===== src/rtl/cv32e40p_fault_pkg.sv =====
// Shared types and helpers for the TMR fault manager and its per-source run counters.
package cv32e40p_fault_pkg;

  typedef enum logic [1:0] {
    FM_IDLE      = 2'd0,
    FM_PENDING   = 2'd1,
    FM_PERMANENT = 2'd2
  } fault_state_e;

  // Priority encoder: index of the lowest set bit among the first n bits (0 if none).
  function automatic int unsigned lowest_idx(input logic [31:0] vec, input int unsigned n);
    int unsigned idx;
    idx = 0;
    for (int unsigned i = n; i > 0; i--) begin
      if (vec[i-1]) idx = i - 1;
    end
    return idx;
  endfunction

endpackage


===== src/rtl/cv32e40p_fault_persist.sv =====
// Per-source run counter of consecutive faulty cycles; flags a persistent mismatch.
module cv32e40p_fault_persist #(
  parameter int unsigned PERSIST_TH = 4
) (
  input  logic clk,
  input  logic rst,
  input  logic det_i,
  output logic hit_o
);

  localparam int unsigned RUN_W = $clog2(PERSIST_TH + 1);

  logic [RUN_W-1:0] run_q, run_d;

  always_comb begin
    run_d = '0;
    if (det_i) begin
      run_d = (run_q == RUN_W'(PERSIST_TH)) ? run_q : run_q + 1'b1;
    end
  end

  // Raised on the edge at which the run reaches the threshold, so the FSM locks in the same edge.
  assign hit_o = (run_d == RUN_W'(PERSIST_TH));

  always_ff @(posedge clk) begin
    if (rst) begin
      run_q <= '0;
    end else begin
      run_q <= run_d;
    end
  end

endmodule


===== src/rtl/cv32e40p_fault_manager.sv =====
// Collects TMR voter mismatch flags: sticky status, event count, interrupt and recovery request.
module cv32e40p_fault_manager
  import cv32e40p_fault_pkg::*;
#(
  parameter  int unsigned NUM_SRC    = 4,
  parameter  int unsigned CNT_W      = 8,
  parameter  int unsigned PERSIST_TH = 4,
  localparam int unsigned ID_W       = (NUM_SRC > 1) ? $clog2(NUM_SRC) : 1
) (
  input  logic               clk,
  input  logic               rst,
  input  logic [NUM_SRC-1:0] detected_i,
  input  logic [NUM_SRC-1:0] mask_i,
  input  logic               irq_ack_i,
  input  logic               clear_cnt_i,
  output logic               irq_o,
  output logic               recover_o,
  output logic               permanent_o,
  output logic [ID_W-1:0]    fault_src_o,
  output logic [NUM_SRC-1:0] fault_vec_o,
  output logic [CNT_W-1:0]   transient_cnt_o
);

  fault_state_e       state_q, state_d;
  logic [NUM_SRC-1:0] det_q, det_d;
  logic [NUM_SRC-1:0] det_prev_q, det_prev_d;
  logic [NUM_SRC-1:0] vec_q, vec_d;
  logic [CNT_W-1:0]   cnt_q, cnt_d;
  logic [ID_W-1:0]    src_q, src_d;
  logic               irq_q, irq_d;
  logic               rec_q, rec_d;
  logic               perm_q, perm_d;
  logic [NUM_SRC-1:0] hit;
  logic [31:0]        det_ext;
  logic               fault_event;

  for (genvar g = 0; g < NUM_SRC; g++) begin : g_persist
    cv32e40p_fault_persist #(
      .PERSIST_TH(PERSIST_TH)
    ) u_persist (
      .clk  (clk),
      .rst  (rst),
      .det_i(det_q[g]),
      .hit_o(hit[g])
    );
  end

  always_comb begin
    det_d      = detected_i & mask_i;
    det_prev_d = det_q;

    det_ext                = '0;
    det_ext[NUM_SRC-1:0]   = det_q;
    fault_event            = (|det_q) && !(|det_prev_q);

    vec_d = vec_q | det_q;
    cnt_d = cnt_q;
    if (fault_event && (cnt_q != '1)) cnt_d = cnt_q + 1'b1;
    if (clear_cnt_i) begin
      vec_d = '0;
      cnt_d = '0;
    end

    state_d = state_q;
    irq_d   = irq_q;
    rec_d   = 1'b0;
    src_d   = src_q;
    perm_d  = perm_q;
    if (state_q == FM_PERMANENT) begin
      irq_d  = 1'b1;
      perm_d = 1'b1;
    end else if (|hit) begin
      state_d = FM_PERMANENT;
      irq_d   = 1'b1;
      perm_d  = 1'b1;
    end else if (state_q == FM_PENDING) begin
      if (irq_ack_i) begin
        state_d = FM_IDLE;
        irq_d   = 1'b0;
      end
    end else if (|det_q) begin
      state_d = FM_PENDING;
      irq_d   = 1'b1;
      rec_d   = 1'b1;
      src_d   = ID_W'(lowest_idx(det_ext, NUM_SRC));
    end
  end

  always_ff @(posedge clk) begin
    if (rst) begin
      state_q    <= FM_IDLE;
      det_q      <= '0;
      det_prev_q <= '0;
      vec_q      <= '0;
      cnt_q      <= '0;
      src_q      <= '0;
      irq_q      <= 1'b0;
      rec_q      <= 1'b0;
      perm_q     <= 1'b0;
    end else begin
      state_q    <= state_d;
      det_q      <= det_d;
      det_prev_q <= det_prev_d;
      vec_q      <= vec_d;
      cnt_q      <= cnt_d;
      src_q      <= src_d;
      irq_q      <= irq_d;
      rec_q      <= rec_d;
      perm_q     <= perm_d;
    end
  end

  assign irq_o           = irq_q;
  assign recover_o       = rec_q;
  assign permanent_o     = perm_q;
  assign fault_src_o     = src_q;
  assign fault_vec_o     = vec_q;
  assign transient_cnt_o = cnt_q;

endmodule

===== config.mk =====
export PLATFORM = sky130hd
export DESIGN_NAME = cv32e40p_fault_manager
export DESIGN_NICKNAME = d
export VERILOG_FILES = /design/src/rtl/cv32e40p_fault_pkg.sv /design/src/rtl/cv32e40p_fault_persist.sv /design/src/rtl/cv32e40p_fault_manager.sv
export SDC_FILE = /design/constraint.sdc
export NUM_CORES = 1
export LEC_CHECK = 0
export ABC_CLOCK_PERIOD_IN_PS = 2100
export BUFFER_PORTS_ARGS = -buffer_cell sky130_fd_sc_hd__buf_2
export CAP_MARGIN = 30
export CORE_MARGIN = 2
export CORE_UTILIZATION = 55
export CTS_CLUSTER_DIAMETER = 100
export DETAILED_ROUTE_END_ITERATION = 6
export PLACE_DENSITY = 0.78
export SETUP_SLACK_MARGIN = 0.3
export SYNTH_ARGS = -nofsm -noshare
export SYNTH_HDL_FRONTEND = slang
export SYNTH_SLANG_ARGS = --single-unit

===== constraint.sdc =====
create_clock -name clk -period 2.1 [get_ports clk]
set_input_delay 0.315 -clock clk [delete_from_list [all_inputs] [get_ports clk]]
set_output_delay 0.315 -clock clk [all_outputs]
set_load 0.02 [all_outputs]

# Word level (Yosys, flattened, before mapping)
# Cells that the tools add are included.
# word_totals
ff_bits	39
inputBits	12
output_inout_bits	17
elab_cells	74
# classes
add_sub_neg	5
n_eq_ne	13
n_mux	24
n_bitwise	5
reduce_logical	14
# ops
operator	n
$eq 3x3->1 const B	8
$mux 3	8
$mux 2	8
$add 3x1->3 const B	4
$reduce_or 4->1	3
$add 8x1->8 const B	1
$mux 1	8
$ne 8x8->1 const B	1
$reduce_or 7->1	1
$and 4x4->4	1
$ne 4x4->1 const B	1
$or 4x4->4	1
$reduce_and 4->1	1
$reduce_bool 4->1	1
$ne 3x3->1 const B	1
$not 1->1	3
$reduce_and 3->1	1
$reduce_bool 3->1	1
$eq 2x1->1 const B	1
$eq 2x2->1 const B	1
$logic_and 1x1->1	2
$reduce_and 2->1	1
$reduce_bool 2->1	1
$reduce_or 2->1	1
$logic_not 1->1	1

# Depth between registers and ports, before layout
# logic_depth
ltp_word	7
mapped_depth	7
depth_no_buf	7

# Hierarchy
# A second synthesis with hierarchy kept.
# hier_totals
cells_unflattened	193
hier_area_um2	1773.0
# by_module_without_submodules
mod	instances	cells_each	area_each_um2	seq_area_each_um2
cv32e40p_fault_manager	1	113	1047.3	540.5
cv32e40p_fault_persist	4	20	181.4	60.1

# Least setup slack after synthesis
# No wires, ideal clock.
# synth_path
path_kind	flip-flop to flip-flop
start	register g_persist[2].u_persist.run_q[0]
end	register src_q[0] (netlist: fault_src_o[0])
setup_time_ns	0.121
arrival_time_ns	1.819
t_required_ns	1.979
setup_slack_ns	0.160
path_stages_with_launch	8
path_buffers	0
synth_period_minus_slack_ns	1.940
cell_sequence	dfxtp_1 -> inv_1 -> ha_1 -> or3b_2 -> a31oi_1 -> a32oi_1 -> nand4_1 -> mux2_2
# synth_between
elab_chain_len	7
elab_cells_between_ends	8
classes_between	add/sub (1); eq/ne (2); mux (2); bitwise (1); reduce/logical (2)
# synth_rtl
element	line_no	source
from (decl)	cv32e40p_fault_persist.sv:13	logic [RUN_W-1:0] run_q, run_d;
from (signal assigned)	cv32e40p_fault_persist.sv:29	run_q <= run_d;
$add 3x1->3 / $eq 3x3->1 (equally long branches)	cv32e40p_fault_persist.sv:18	run_d = (run_q == RUN_W'(PERSIST_TH)) ? run_q : run_q + 1'b1;
$mux 3 (*)	cv32e40p_fault_persist.sv:18	
$mux 3 (*)	cv32e40p_fault_persist.sv:17	if (det_i) begin
$eq 3x3->1 (*)	cv32e40p_fault_persist.sv:23	assign hit_o = (run_d == RUN_W'(PERSIST_TH));
$reduce_or 4->1 (*)	cv32e40p_fault_manager.sv:72	end else if (|hit) begin
$not 1->1 (no source line) (*)	--	
$reduce_and 4->1 (no source line) (*)	--	
to (signal assigned)	cv32e40p_fault_manager.sv:106	src_q <= src_d;
to (decl)	cv32e40p_fault_manager.sv:29	logic [ID_W-1:0] src_q, src_d;
# Every way passes the cells marked *; elsewhere a longest branch is shown, timed or not.
# A chain may end at the register's enable or synchronous reset.

# Worst setup path after layout
# layout_path
start	register g_persist[0].u_persist.run_q[0]
end	register src_q[0] (netlist: fault_src_o[0])
# layout_between
elab_chain_len	7
elab_cells_between_ends	8
classes_between	add/sub (1); eq/ne (2); mux (2); bitwise (1); reduce/logical (2)
# layout_rtl
element	line_no
from (decl)	cv32e40p_fault_persist.sv:13
from (signal assigned)	cv32e40p_fault_persist.sv:29
$add 3x1->3 / $eq 3x3->1 (equally long branches)	cv32e40p_fault_persist.sv:18
$mux 3 (*)	cv32e40p_fault_persist.sv:18
$mux 3 (*)	cv32e40p_fault_persist.sv:17
$eq 3x3->1 (*)	cv32e40p_fault_persist.sv:23
$reduce_or 4->1 (*)	cv32e40p_fault_manager.sv:72
$not 1->1 (no source line) (*)	--
$reduce_and 4->1 (no source line) (*)	--
# Marked as above.

==> out/metrics.cfg <==
[clock_network]
cts_tree = yes
clk_pin_slew_ns = 0.12
clockBufferDepth = 2
clockRootBuffer = clkbuf_4
htreeDepth = 2
numCtsBuffers = 5
clk_latency_ns = 0.35
clock_sinks = 39
hold_buffers = 0

[routing]
route.detailed.drc = 0
drtIter0Drc = 49
antenna_left = 0
post_drt_wl_per_cell_um = 12.12
vias = 1408
dr.pass1.iters = 4
viasPerCell = 5.047
wirelength_mm = 3.382

[placement]
dp_hpwl_mm = 2.285
routabilityCongestion = 0.7263
port_buffers = 28
place_area_um2 = 1933

[grt]
grt.overflow.total = 0
grt_pass1_wl_mm = 5.582
grt_pass1_vias = 1301
grt_max_degree = 19
grt_use_total_pct = 20.93
antenna_found_initial = 0

[sta]
post-route-min-period_ns = 1.853
rsz0062_at_grt = yes
setup_viol = 0
hold_violations = 0
finalMaxSlewViolations = 0
hold_slack_ns = 0.1737
relSlewSlack_pct = 77.83
clock_skew_ns = 0.01273
post-route-period-util_pct = 88.25
worst_slew_pin_slew_ns = 0.3326
fin_setup_tns_ns = 0
fmax_mhz = 539.6

[flow_run]
maxCapViolCount = 0

[synthesis]
synth_top_cell_by_area = dfxtp_1
synth.top_cell.area_share_pct = 45.18
synth_common_cells = dfxtp_1 (39), nor2_1 (27), a21oi_1 (16)
syn-num-nets = 215
synth_edf_count = 0
ys_seq_area_share_pct = 45.18
ys_ff_latch = 39
synthesis.area_um2 = 1728
async_flop_share_pct = 0
yosys_warnings = 0
synthFlopType = dfxtp_1
syn_avg_cell_area_um2 = 8.907
synth_most_common_cell = dfxtp_1
postSynthCellCount = 194
synth_cell_types = 40
ys_top_cells_by_area = dfxtp_1 (45%), ha_1 (6.5%), nor2_1 (5.9%)

[final_layout]
n_fill_cell = 242
syn_to_final_growth_pct = 22.45
regArea_um2 = 794.5
fin_area_um2 = 2116
multi_input_comb_area_um2 = 938.4
drive_above_1_share_pct = 32.77
num_antenna_cells = 0
nets = 256

[critical_path]
crit_required_ns = 2.35
critical_path_class = flop to flop
critPathLaunchType = flop
cp.arrival_ns = 2.10
worst-path-max-fanout = 4
worstSetupEndpointType = flop

[floorplan]
row_count = 20
dieArea_um2 = 3606
die_h_um = 60.05
ios = 29
core_area_um2 = 3028
die-width_um = 60.05
start_util_pct = 57.07

[power_and_ir_drop]
p_leak_nw = 0.9098
peakVddDrop_mv = 0.3723
power.total_mw = 1.305
p_per_area_nw_per_um2 = 616.8

[worst_hold_path]
hp-class = input port to flop

[run_status]
outcome = finished clean

## cells in the final DEF (no fill, tap or decap), drive strengths merged
master   n
or2      2
maj3     1
clkinv   1
a311oi   1
nand3    3
a21oi   16
nor3b    2
and4b    1
and2     3
nor4     1
dfxtp   39
or3      3
nor3     5
a32oi    1
a31oi    4
o21ai    6
nand2   13
or2b     2
mux2i    3
o211ai   2
nor2b    3
nand4    2
o21a     2
a211oi   1
clkbuf   6
xnor2    5
nor2    27
o22ai    1
and3     3
mux2     1
nand2b   6
or3b     4
ha       9
or4      1
inv     15
buf     38
xor2     2
## routing by layer
layer	track usage, %	wire length [um]	vias up
met4	9.841	24	0
met2	34.16	1616	32
met1	25.88	1604	628
met3	4.978	137	4
met5	0	0	-
li1	-	-	744
## critical path, cell delays in order (launching register included)
cell and delay (ns):
dfxtp_2 0.36, ha_2 0.20, or3b_4 0.39, a311oi_2 0.29, a21oi_2 0.07, nand4_1 0.14, mux2_4 0.31
## timing repair
action	4_1_cts	5_1_grt
setup buffers	7	2
resized for setup	12	9
pin swaps	6	7
endpoints found under the setup margin	8	6
endpoints found under the hold margin	0	0
## cell type report
type,count,share of cell area [%]
multi-input cells,136,44.35
clock buffers,6,2.425
well taps,44,2.602
repair buffers,38,10.17
flip-flops and latches,39,37.55
inverters,15,2.661
clock inverters,1,0.2365
## worst paths after layout
check | from | end | slack, ns | cells past startpoint
setup / recovery | g_persist[0].u_persist.run_q[0] | fault_src_o[0] | 0.25 | 6
hold / removal | mask_i[3] | det_prev_d[3] | 0.17 | 3
setup reg to reg | g_persist[0].u_persist.run_q[0] | fault_src_o[0] | 0.25 | 6
hold reg to reg | fault_vec_o[0] | fault_vec_o[0] | 0.47 | 2
## metrics by stage
stage               instances  worst slack (ns)  util [%]
floorplan                 194            0.3065         -
global placement          263            0.1727     63.84
detailed placement        263            0.1563     63.84
CTS                       277            0.3008     68.47
global route              279            0.1812     69.88
finish                    279            0.2468     69.88
## state kept, by name, indices dropped and copies added, names as in the netlist
name / flops
g_persist.u_persist.run_q: 12
transient_cnt_o: 8
det_prev_d: 4
det_prev_q: 4
fault_vec_o: 4
fault_src_o: 2
state_q: 2
irq_o: 1
permanent_o: 1
recover_o: 1
## where the power goes
| part | switching (mW) | leakage (nW) | internal [mW] |
|---|---|---|---|
| clock network | 0.241 | 0.0341 | 0.155 |
| registers | 0.0154 | 0.321 | 0.757 |
| logic | 0.0720 | 0.555 | 0.0640 |
| total | 0.328 | 0.910 | 0.977 |
## cell families after synthesis
group,after synthesis,share of synthesized area [%]
AND/OR/NAND/NOR,81,25.20
flip-flops,39,45.18
AO/OA/AOI/OAI,34,12.17
buffers and inverters,19,4.345
adder cells (fa/ha/maj),10,7.169
XOR/XNOR,7,3.548
multiplexers,4,2.390
Note: power is estimated with default switching activity, not from simulation.
